## config.mk

```make
export PLATFORM = sky130hd
export DESIGN_NAME = serial_tx
export DESIGN_NICKNAME = d
export VERILOG_FILES = /design/src/rtl/serial_tx.sv
export SDC_FILE = /design/constraint.sdc
export NUM_CORES = 1
export LEC_CHECK = 0
export BUFFER_PORTS_ARGS = -buffer_cell sky130_fd_sc_hd__buf_4
export CAP_MARGIN = 20
export CELL_PAD_IN_SITES_DETAIL_PLACEMENT = 0
export CELL_PAD_IN_SITES_GLOBAL_PLACEMENT = 1
export CORE_MARGIN = 5
export CORE_UTILIZATION = 43
export DETAILED_ROUTE_END_ITERATION = 16
export PLACE_DENSITY = 0.74
export SYNTH_ARGS = -nofsm -noshare
export SYNTH_HDL_FRONTEND = slang
export SYNTH_SLANG_ARGS = --single-unit
```

## constraint.sdc

```tcl
create_clock -name clk -period 2 [get_ports clk]
set_input_delay 0.4 -clock clk [delete_from_list [all_inputs] [get_ports clk]]
set_output_delay 0.4 -clock clk [all_outputs]
set_load 0.02 [all_outputs]
```

## src/rtl/serial_tx.sv

```systemverilog
// rtl/serial_tx.sv - frame-based serial transmitter (start, LSB-first data, optional even parity, stop)
module serial_tx #(
    parameter int DATA_W       = 8,
    parameter int CLKS_PER_BIT = 4,
    parameter int PARITY_EN    = 0
) (
    input  logic              clk,
    input  logic              rst,
    input  logic              en,
    input  logic              tx_valid,
    input  logic [DATA_W-1:0] tx_data,
    output logic              tx_ready,
    output logic              tx_out,
    output logic              busy,
    output logic              done
);

    localparam int TICK_W = (CLKS_PER_BIT > 1) ? $clog2(CLKS_PER_BIT) : 1;
    localparam int BIT_W  = (DATA_W > 1) ? $clog2(DATA_W) : 1;
    localparam logic [TICK_W-1:0] TICK_LAST = TICK_W'(CLKS_PER_BIT - 1);
    localparam logic [BIT_W-1:0]  BIT_LAST  = BIT_W'(DATA_W - 1);

    typedef enum logic [2:0] {
        IDLE   = 3'd0,
        START  = 3'd1,
        DATA   = 3'd2,
        PARITY = 3'd3,
        STOP   = 3'd4
    } state_t;

    state_t              state;
    state_t              state_nxt;
    logic [TICK_W-1:0]   tick;
    logic [BIT_W-1:0]    bit_cnt;
    logic [DATA_W-1:0]   shreg;
    logic [DATA_W-1:0]   shreg_shift;
    logic                parity_bit;
    logic                bit_end;
    logic                last_bit;

    // A bit ends on the edge where the tick counter reaches its terminal count.
    assign bit_end     = (state != IDLE) && (tick == TICK_LAST);
    assign last_bit    = (bit_cnt == BIT_LAST);
    assign shreg_shift = shreg >> 1;

    // State register; en=0 freezes the FSM, reset abandons any frame at once.
    always_ff @(posedge clk or negedge rst) begin
        if (!rst) begin
            state <= IDLE;
        end else if (en) begin
            state <= state_nxt;
        end
    end

    // Next-state selection; the parity state is bypassed when parity is disabled.
    always_comb begin
        state_nxt = state;
        case (state)
            IDLE:    if (tx_valid) state_nxt = START;
            START:   if (bit_end) state_nxt = DATA;
            DATA:    if (bit_end && last_bit) state_nxt = (PARITY_EN != 0) ? PARITY : STOP;
            PARITY:  if (bit_end) state_nxt = STOP;
            STOP:    if (bit_end) state_nxt = IDLE;
            default: state_nxt = IDLE;
        endcase
    end

    // Handshake outputs decoded straight from the state.
    always_comb begin
        tx_ready = (state == IDLE);
        busy     = (state != IDLE);
    end

    // Datapath: bit timing, shift register, registered line level and done pulse.
    always_ff @(posedge clk or negedge rst) begin
        if (!rst) begin
            tick       <= '0;
            bit_cnt    <= '0;
            shreg      <= '0;
            parity_bit <= 1'b0;
            tx_out     <= 1'b1;
            done       <= 1'b0;
        end else if (en) begin
            done <= (state == STOP) && bit_end;
            if (state == IDLE || bit_end) begin
                tick <= '0;
            end else begin
                tick <= tick + TICK_W'(1);
            end
            case (state)
                IDLE: begin
                    if (tx_valid) begin
                        shreg      <= tx_data;
                        parity_bit <= ^tx_data;
                        tx_out     <= 1'b0;
                    end
                end
                START: begin
                    if (bit_end) tx_out <= shreg[0];
                end
                DATA: begin
                    if (bit_end) begin
                        shreg <= shreg_shift;
                        if (last_bit) begin
                            bit_cnt <= '0;
                            tx_out  <= (PARITY_EN != 0) ? parity_bit : 1'b1;
                        end else begin
                            bit_cnt <= bit_cnt + BIT_W'(1);
                            tx_out  <= shreg_shift[0];
                        end
                    end
                end
                PARITY: begin
                    if (bit_end) tx_out <= 1'b1;
                end
                STOP: begin
                    tx_out <= 1'b1;
                end
                default: begin
                    tx_out <= 1'b1;
                end
            endcase
        end
    end

endmodule

```

After elaboration in Yosys (flattened, before gate mapping) --
Cells that the tools add are included. W data, S select, Z words.
Word-level totals: flip-flop bits (word level) 18, bits of input ports 12, output and inout bits 4, word-level logic and storage cells 48
Operators by class: add/sub/neg operators 2, equal/unequal tests 12, multiplexer cells 17, reduce and logical (&&, ||, !) cells 11
Operator list (number):
- $mux W3 | 6
- $mux W8 | 2
- $pmux W8 S2 | 1
- $pmux W3 S5 | 1
- $ne A2 B2 Y1 const B | 6
- $eq A3 B2 Y1 const B | 2
- $eq A3 B3 Y1 const B | 2
- $reduce_and A6 Y1 | 1
- $mux W1 | 5
- $reduce_and A5 Y1 | 1
- $pmux W1 S4 | 1
- $reduce_and A4 Y1 | 1
- $add A3 B1 Y3 const B | 1
- $eq A3 B1 Y1 const B | 1
- $logic_and A1 B1 Y1 | 3
- $logic_not A3 Y1 | 1
- $reduce_and A3 Y1 | 1
- $reduce_bool A3 Y1 | 1
- $add A2 B1 Y2 const B | 1
- $eq A2 B2 Y1 const B | 1
- $mux W2 | 1
- $reduce_bool A2 Y1 | 1
- $logic_or A1 B1 Y1 | 1

Logic depth before layout (Yosys ltp) --
depth after elaboration 5, mapped depth 5

Worst setup path after synthesis --
No wires, ideal clock.
path kind register -> output, start point reg state[1], end point out busy, arrival 1.435 ns, required time 1.600 ns, path slack 0.165 ns, stages on the path, launching flop included 4, path through dfrtp_1 buf_2 nor3_1 inv_1
Between the ends: word-level cells in the longest chain between the ends 1
Ends and longest elaborated chain:
- from (decl) | RTL line 31 | state_t state;
- from (signal assigned) | RTL line 51 | state <= state_nxt;
- $reduce_bool A3 Y1 | RTL line 71 | busy = (state != IDLE);
- to (decl) | RTL line 14 | output logic busy,
Every way passes these cells.

Final worst setup path --
start point reg state[0], end point out busy
Same word-level chain as after synthesis.

==> qor.txt <==
status - finished, final reports clean
most frequent cells in the layout - buf_4 (18), mux2_2 (16), dfrtp_1 (16)
CP Class - reg2out
Clk Latency, worst-skew pair - 0.31 ns
Final TNS setup - 0 ns
Via Count - 666
Setup crit end kind - output port
Synth Area in XOR/XNOR - 0
CTS Buf Count - 3
Critical Path Most Common Cell - buf_4
f_max - 0.532 GHz
Post-CTS Setup Inserts - 0
CTS clk-pin slew, worst paths - 0.12 ns
final worst path period share - 0.940
worst hold slack - 0.348 ns
Slew Viols, Final - 0
Post-Synth Simple-Gate Area - 0.132
Worst Hold Class - in2reg
most common cell after layout, fill and taps aside - buf_4
H-tree lvl count - 1
diode count - 0
Yosys cell types - 30
die area - 0.00337 mm²
Post-synth EDFFs - 0
antenna violations before repair - 0
Post-Syn Nets - 98
mux share of post-synthesis cell area - 0.203
TritonCTS clock tree - done
Max stage delay on crit path - 0.49 ns
cell area after synthesis - 993 µm²
Cell Rows - 17
leakage power - 0.535 nW
post-route minimum period - 1.88 ns
GP Congestion - 0.773
RSZ-0062 raised after global routing - false
switching share of power - 0.348
Yosys reg bits - 18
clock tree buffer depth - 2
First-pass DRT Iterations - 4
CP startpoint kind - flip-flop
design area - 0.00118 mm²
Synth-to-Final Area Change - 18.9%
First DRT Iteration DRCs - 10
DR DRC count - 0
share of the synthesized area in the top cell type - 0.428
I/O Buffers - 15
Worst-Margin Slew - 0.437 ns
wire per inst - 14.2 µm
root buffer cell - clkbuf_4
Seq/Total Area, Yosys - 0.455
I/O pins - 16
total grt overflow - 0
largest family of logic cells by synthesized area - multiplexers
clock power share - 0.163
Comb pwr share - 0.396
Final HPWL DP - 1350 µm
worst path required time - 1.60 ns
largest net degree at the start of global routing - 19
post-synthesis compound-gate area fraction - 0.118
routed wire length - 1830 µm
vias in the first global route - 677
Hold Fails Final Rpt - 0
Syn Area/Cell - 12.0 µm²
Yosys top cell by area - dfrtp_1
maximum vdd drop - 0.624 mV
crit-path cells - buf_4 > nor3_2 > inv_1 > buf_4
placed cell areas - 0.00113 mm²
core box area - 0.00221 mm²
ranking of synthesized cells by area - dfrtp_1 (43%), mux2_2 (18%), o21ai_0 (4.5%), ha_1 (3.8%), nor3b_4 (3.8%)
ys async rst share - 1.00
max cap viols - 0
Syn Inst Count - 83
max_slew headroom - 0.709
Post-DRT Antenna Nets - 0
Design Power - 1.44 mW
DIE HEIGHT - 58.1 µm
share of post-route cells with drive strength above 1 - 0.446
first-pass GRT wire length - 3180 µm
skew final - 0.0161 ns
Tot GR Track Use - 0.128
power density cells - 1220 mW/mm²
Adder-Cell Fraction of Synth Area - 0.0378
Clock Sinks - 18
Sequential Power Share - 0.441
Initial Utilization - 0.449
Die Wd - 58.1 µm
Worst EP arrival - 1.48 ns
Net Switching - 0.501 mW
ys flop type - dfrtp_1
Setup-failing EPs final - 0
Vias/cell - 5.16
CP max FO - 7
Syn. warnings - 0
internal power - 0.938 mW
Nets - 117
slowest cell on the critical path - dfrtp_2
routing by layer:
metal | track usage | share of wire | up-vias
met5 | 0 | 0 | -
met4 | 0.0563 | 0.010 | 0
met2 | 0.192 | 0.45 | 17
li1 | - | - | 339
met1 | 0.160 | 0.47 | 306
met3 | 0.0512 | 0.066 | 4
power by group through the flow:
| stage | Sequential [mW] | Clock, mW | Combinational, mW |
|---|---|---|---|
| CTS | 0.635 | 0.245 | 0.574 |
| global placement | 0.634 | 0 | 0.555 |
| global route | 0.661 | 0.263 | 0.627 |
| floorplan | 0.599 | 0 | 0.440 |
| finish | 0.635 | 0.234 | 0.570 |
| detailed placement | 0.642 | 0 | 0.565 |
synthesized netlist by cell type, drive strengths merged (2+ instances only):
library cell and number:
inv 5, nand2 2, ha 3, o21a 2
a21o 2, dfrtp 17, nor2 3, mux2 17
buf 4, o21ai 9, nor3b 4, nand4 2
flip-flops by register name, summed over array words and instances (netlist names):
register	count
state	3
tick	2
tx_out	1
done	1
shreg	8
bit_cnt	3
worst paths after layout:
kind | startpoint | end | slack, ns | depth (start not counted)
worst min-delay path | tx_data[7] | shreg[7] | 0.35 | 3
worst max register to register | state[2] | shreg[6] | 0.27 | 3
worst max-delay path | state[0] | busy | 0.12 | 4
min in group asynchronous | rst | tick[1] | 0.47 | 2
max in group asynchronous | rst | tx_out | 1.27 | 2
worst min register to register | shreg[6] | shreg[6] | 0.51 | 1
final cells by class:
cell class | instances | area, µm²
repair buffers | 19 | 145
fillers | 216 | 1030
clock buffers | 4 | 36.3
flip-flops and latches | 18 | 453
multi-input cells | 55 | 493
inverters | 5 | 18.8
well taps | 28 | 35.0
critical path: cells and delay by family, from the launching register on:
| family | cells | cell delay (ns) |
|---|---|---|
| flops | 1 | 0.49 |
| simple gates | 1 | 0.27 |
| buf+inv | 3 | 0.40 |
per-stage QoR:
stage	instances	setup WS, ns	util
after floorplan	83	0.165	-
after global placement	124	0.300	0.510
after detailed placement	124	0.279	0.510
after CTS	129	0.0650	0.533
after global routing	129	0.00398	0.534
final	129	0.121	0.534
kinds of logic (layout without fill, tap and decap cells):
| kind of cell | Yosys count | in the layout |
|---|---|---|
| compound gates | 18 | 18 |
| mux | 18 | 18 |
| flops | 18 | 18 |
| simple gates | 16 | 16 |
| buf+inv | 10 | 28 |
| fa+ha+maj | 3 | 3 |
what timing repair did:
item,CTS,global route
endpoints found under the hold margin,17,0
hold buffers,1,0
endpoints found under the setup margin,2,2
gates resized for setup,1,1
Note: power is estimated with default switching activity, not from simulation.
